[src/rtl/drs_seq_pkg.sv]
// Shared state/command encoding for the DRS4 readout sequencer.
// The READ (5) and ACK (6) codes are the ones the DRS_READ engine decodes.
package drs_seq_pkg;

  localparam logic [3:0] COM_IDLE  = 4'd0;
  localparam logic [3:0] COM_ARMED = 4'd1;
  localparam logic [3:0] COM_STOP  = 4'd3;
  localparam logic [3:0] COM_READ  = 4'd5;
  localparam logic [3:0] COM_ACK   = 4'd6;
  localparam logic [3:0] COM_REARM = 4'd7;

  typedef enum logic [3:0] {
    S_IDLE  = COM_IDLE,
    S_ARMED = COM_ARMED,
    S_STOP  = COM_STOP,
    S_READ  = COM_READ,
    S_ACK   = COM_ACK,
    S_REARM = COM_REARM
  } state_t;

endpackage

[src/rtl/drs_seq_timer.sv]
// Loadable down-counter that holds at zero; flags zero and "decrementing into zero".
module drs_seq_timer #(
  parameter int W = 8
) (
  input  logic         CLK,
  input  logic         RST,
  input  logic         load,
  input  logic [W-1:0] load_val,
  input  logic         dec,
  output logic         zero,
  output logic         one
);

  logic [W-1:0] cnt;

  always_ff @(posedge CLK) begin
    if (RST)                    cnt <= '0;
    else if (load)              cnt <= load_val;
    else if (dec && cnt != '0)  cnt <= cnt - {{(W-1){1'b0}}, 1'b1};
  end

  assign zero = (cnt == '0);
  assign one  = (cnt == {{(W-1){1'b0}}, 1'b1});

endmodule

[src/rtl/drs_readout_sequencer.sv]
// DRS4 trigger-to-readout sequencer driving DRS_STATE_COM for the DRS_READ engine.
// Define DRS_SEQ_VETO_CNT_EN to build the refused-trigger counter behind VETO_COUNT.
module drs_readout_sequencer
  import drs_seq_pkg::*;
#(
  parameter int TIMEOUT_W    = 16,
  parameter int REARM_CYCLES = 64,
  parameter int EVT_W        = 32
) (
  input  logic             CLK,
  input  logic             RST,
  input  logic             ENABLE,
  input  logic             TRIG_IN,
  input  logic [7:0]       STOP_DELAY,
  input  logic             DFIFO_PROGFULL_IN,
  input  logic             DRS_READ_DONE_IN,
  output logic [3:0]       DRS_STATE_COM,
  output logic             DRS_DENABLE,
  output logic             DRS_DWRITE,
  output logic             BUSY,
  output logic             TRIG_ACCEPT,
  output logic [EVT_W-1:0] EVT_COUNT,
  output logic             READ_TIMEOUT_ERR,
  output logic [15:0]      VETO_COUNT
);

  localparam int TMR_W = ($clog2(REARM_CYCLES + 1) > 8) ? $clog2(REARM_CYCLES + 1) : 8;

  state_t           state;
  logic             accept;
  logic             tmr_load, tmr_zero, tmr_one;
  logic [TMR_W-1:0] tmr_val;
  logic             wd_load, wd_zero, wd_one;

  assign accept        = (state == S_ARMED) && TRIG_IN && !DFIFO_PROGFULL_IN;
  assign DRS_STATE_COM = state;

  always_comb begin
    tmr_load = 1'b0;
    tmr_val  = TMR_W'(REARM_CYCLES);
    wd_load  = 1'b0;
    case (state)
      S_IDLE:  tmr_load = ENABLE;
      S_ACK:   tmr_load = !DRS_READ_DONE_IN && ENABLE;
      S_ARMED: if (accept) begin
        tmr_load = 1'b1;
        tmr_val  = TMR_W'(STOP_DELAY);
      end
      // Watchdog is armed on the same edge that enters READ.
      S_STOP:  wd_load = !DRS_DWRITE;
      default: ;
    endcase
  end

  drs_seq_timer #(.W(TMR_W)) u_tmr (
    .CLK(CLK), .RST(RST), .load(tmr_load), .load_val(tmr_val),
    .dec(state == S_REARM || state == S_STOP), .zero(tmr_zero), .one(tmr_one)
  );

  drs_seq_timer #(.W(TIMEOUT_W)) u_wd (
    .CLK(CLK), .RST(RST), .load(wd_load), .load_val('1),
    .dec(state == S_READ), .zero(wd_zero), .one(wd_one)
  );

  always_ff @(posedge CLK) begin
    if (RST) begin
      state            <= S_IDLE;
      DRS_DENABLE      <= 1'b0;
      DRS_DWRITE       <= 1'b0;
      BUSY             <= 1'b0;
      TRIG_ACCEPT      <= 1'b0;
      EVT_COUNT        <= '0;
      READ_TIMEOUT_ERR <= 1'b0;
    end else begin
      TRIG_ACCEPT <= 1'b0;
      BUSY        <= 1'b1;
      case (state)
        S_IDLE: if (ENABLE) begin
          state       <= S_REARM;
          DRS_DENABLE <= 1'b1;
          DRS_DWRITE  <= 1'b1;
        end
        S_REARM: begin
          if (!ENABLE) begin
            state       <= S_IDLE;
            DRS_DENABLE <= 1'b0;
            DRS_DWRITE  <= 1'b0;
          end else if (tmr_one || tmr_zero) begin
            state <= S_ARMED;
            BUSY  <= 1'b0;
          end
        end
        S_ARMED: begin
          if (accept) begin
            state       <= S_STOP;
            TRIG_ACCEPT <= 1'b1;
            EVT_COUNT   <= EVT_COUNT + EVT_W'(1);
          end else if (!ENABLE) begin
            state       <= S_IDLE;
            DRS_DENABLE <= 1'b0;
            DRS_DWRITE  <= 1'b0;
          end else begin
            BUSY <= 1'b0;
          end
        end
        // Freeze first, hand off to the reader one cycle later.
        S_STOP: begin
          if (!DRS_DWRITE)   state      <= S_READ;
          else if (tmr_zero) DRS_DWRITE <= 1'b0;
        end
        S_READ: begin
          if (DRS_READ_DONE_IN) begin
            state <= S_ACK;
          end else if (wd_one || wd_zero) begin
            state            <= S_ACK;
            READ_TIMEOUT_ERR <= 1'b1;
          end
        end
        S_ACK: if (!DRS_READ_DONE_IN) begin
          if (ENABLE) begin
            state      <= S_REARM;
            DRS_DWRITE <= 1'b1;
          end else begin
            state       <= S_IDLE;
            DRS_DENABLE <= 1'b0;
          end
        end
        default: state <= S_IDLE;
      endcase
    end
  end

`ifdef DRS_SEQ_VETO_CNT_EN
  logic [15:0] veto_q;
  logic        veto_hit;

  assign veto_hit = TRIG_IN && ((state == S_ARMED) ? DFIFO_PROGFULL_IN : ENABLE);

  always_ff @(posedge CLK) begin
    if (RST)                               veto_q <= '0;
    else if (veto_hit && veto_q != 16'hFFFF) veto_q <= veto_q + 16'd1;
  end

  assign VETO_COUNT = veto_q;
`else
  assign VETO_COUNT = '0;
`endif

endmodule

[config.mk]
export PLATFORM = sky130hd
export DESIGN_NAME = drs_readout_sequencer
export DESIGN_NICKNAME = d
export VERILOG_FILES = /design/src/rtl/drs_seq_pkg.sv /design/src/rtl/drs_seq_timer.sv /design/src/rtl/drs_readout_sequencer.sv
export SDC_FILE = /design/constraint.sdc
export NUM_CORES = 1
export LEC_CHECK = 0
export ABC_AREA = 1
export BUFFER_PORTS_ARGS = -buffer_cell sky130_fd_sc_hd__buf_2
export CORE_ASPECT_RATIO = 1.4
export CORE_MARGIN = 5
export CORE_UTILIZATION = 60
export DETAILED_ROUTE_END_ITERATION = 7
export PLACE_DENSITY_LB_ADDON = 0.15
export SYNTH_ARGS = -nofsm -noshare
export SYNTH_HDL_FRONTEND = slang
export SYNTH_SLANG_ARGS = --single-unit
[constraint.sdc]
create_clock -name CLK -period 3.1 [get_ports CLK]
set_clock_uncertainty 0.2 [all_clocks]
set_input_delay 0.93 -clock CLK [delete_from_list [all_inputs] [get_ports CLK]]
set_output_delay 0.93 -clock CLK [all_outputs]
set_load 0.05 [all_outputs]
==> results.sh <==
export IMPL_cts_buffer_depth=2
export IMPL_hold_start="EVT_COUNT[4]"
export IMPL_fin_setup_tns_ns=0
export IMPL_status="complete, no violations"
export IMPL_vias=4118
export IMPL_ant_nets=0
export IMPL_grt_max_degree=34
export IMPL_synth_area_leader_cell="dfxtp_1"
export IMPL_netlist_area_leader_share_pct=32.6
export IMPL_worst_pin_slew_ns=0.559
export IMPL_post_cts_buffers=0
export IMPL_clk_pin_slew_ns=0.07
export IMPL_vias_per_cell=5.42
export IMPL_nNetsFinal=703
export IMPL_drc_errors=0
export IMPL_cap_violations=0
export IMPL_total_power_uw=4270
export IMPL_synth_seq_area_share_pct=32.6
export IMPL_endpoint_kind="output pin"
export IMPL_dr_pass1_iters=6
export IMPL_rsz0062_at_grt="false"
export IMPL_start_util_pct=60.6
export IMPL_place_detailed_hpwl_mm=7.35
export IMPL_final_cell_mix="nand2_1, nor2_1, dfxtp_1, inv_1, nand3_1"
export IMPL_cp_top_family="flip-flops"
export IMPL_path_buf_inv=1
export IMPL_nFillCells=631
export IMPL_portBuffers=53
export IMPL_hold_class="reg -> reg"
export IMPL_critPathKind="reg -> out"
export IMPL_crit_arrival_ns=1.20
export IMPL_synth_warnings=0
export IMPL_first_global_vias=3863
export IMPL_finalCoreUtilization_pct=66.9
export IMPL_tritoncts="built"
export IMPL_cts_root_buffer="clkbuf_8"
export IMPL_critPathLaunch="DRS_STATE_COM[0]"
export IMPL_worstPathMaxFanout=10
export IMPL_placed_cells=746
export IMPL_antenna_found_initial=0
export IMPL_syn_avg_cell_area_um2=6.24
export IMPL_wl_per_cell_um=12.9
export IMPL_core_area_um2=6480
export IMPL_cts_resized=0
export IMPL_syn_to_final_growth_pct=10.4
export IMPL_p_leak_uw=0.00209
export IMPL_ir_drop_mv=0.391
export IMPL_postCtsHoldBufs=0
export IMPL_slew_headroom_pct=62.7
export IMPL_max_freq_mhz=429
export IMPL_synth_distinct_cells=37
export IMPL_finalCritPeriodShare_pct=75.2
export IMPL_final_common_cell="nand2_1"
export IMPL_clkLatencyLatePin_ns=0.34
export IMPL_timing_rr_start="DRS_STATE_COM[0]"
export IMPL_slew_violations=0
export IMPL_start_kind="flip-flop"
export IMPL_cpMaxStageDelayCell="dfxtp_1"
export IMPL_io_pins=71
export IMPL_rows=35
export IMPL_grt_ovfl_total=0
export IMPL_synthCells=630
export IMPL_antenna_cells=0
export IMPL_finalWirelength_mm=9.77
export IMPL_finalWeightedCongestion=0.876
export IMPL_finalCriticalPeriod_ns=2.33
export IMPL_hold_viol=0
export IMPL_die_h_um=106
export IMPL_grt_use_total_pct=24.4
export IMPL_cp_required_ns=1.97
export IMPL_die_width_um=78.4
export IMPL_clock_sinks=64
export IMPL_setup_viol=0
export IMPL_drt_iter0_markers=206
export IMPL_slowest_delay_ns=0.53
export IMPL_grt_pass1_wl_mm=16.5
export IMPL_drive_above_1_share_pct=13.8
export IMPL_synthTopCellsByArea="dfxtp_1, nand2_1, nor2_1"
export IMPL_p_per_area_nw_per_um2=984
export IMPL_fin_cells=760
export IMPL_cts_max_level=3
export IMPL_cts_made_buffers=9
export IMPL_ys_ff_latch=64
export IMPL_syn_cell_area_um2=3930
export IMPL_dieArea_um2=8290
export IMPL_cp_cell_sequence="buf_2"
[power breakdown]
group          switching [uW]  total (uW)  internal, uW
Clock                     319         621           302
Sequential                182        1160           975
Combinational            1610        2490           886
[layer usage]
metal	vias up	GRT usage (%)	part of all wire (%)
met3	23	4.62	4.2
met2	112	46.2	54
met5	-	0	0
met4	0	10.1	2.4
li1	2076	-	-
met1	1907	25.9	39
[synthesized netlist by cell type (all sizes together)]
cell     number
nand4        11
xor2          8
nand3b        5
ha            6
o211ai        1
nor3          8
a21oi        35
o21bai        2
and2          1
nor2        117
buf          27
a22oi         1
clkbuf        5
or2           3
inv          67
nand3        63
o21a          1
dfxtp        64
a31oi         1
xnor2         4
nand2       168
clkinv        1
a211oi        1
o2111ai       1
o21ai        28
conb          1
[stage by stage]
step	setup slack [ns]	instance area [um^2]	hold WS [ns]
6_report	0.768	4340	0.272
4_1_cts	0.747	4340	0.275
5_1_grt	0.665	4340	0.296
3_3_place_gp	0.630	4180	0.250
3_5_place_dp	0.499	4180	0.263
2_1_floorplan	0.997	3990	0.258
[state kept, by name (all words and copies together) (netlist names)]
| signal | cells |
|---|---|
| BUSY | 1 |
| DRS_DWRITE | 1 |
| TRIG_ACCEPT | 1 |
| DRS_STATE_COM | 3 |
| u_wd.cnt | 16 |
| EVT_COUNT | 32 |
| READ_TIMEOUT_ERR | 1 |
| u_tmr.cnt | 8 |
| DRS_DENABLE | 1 |
[final timing paths]
check                                        end  slack (ns)  cells past startpoint
worst max-delay path            DRS_STATE_COM[0]        0.77                      1
worst min-delay path                EVT_COUNT[4]        0.27                      2
worst min register to register      EVT_COUNT[4]        0.27                      2
worst max register to register      u_wd.cnt[13]        0.96                      6
[kinds of logic (layout without fill, tap and decap cells)]
family / count (synthesis) / after routing / synth area share [%]
simple gates: 376 / 376 / 41.4
buf+inv: 100 / 140 / 11.8
compound gates: 71 / 71 / 9.55
flops: 64 / 64 / 32.6
xor+xnor: 12 / 12 / 2.67
fa+ha+maj: 6 / 6 / 1.91
other cells: 1 / 17 / 0.0954
[cell type report]
cell class              instances  area [um^2]  share of cell area (%)
well taps                      74         92.6                    2.13
inverters                      68          255                    5.88
repair buffers                 58          303                    6.98
clock buffers                  11          141                    3.26
clock inverters                 3         20.0                   0.461
flip-flops and latches         64         1280                    29.5
multi-input cells             482         2240                    51.7
No activity file was read; power rests on OpenSTA's default activity.
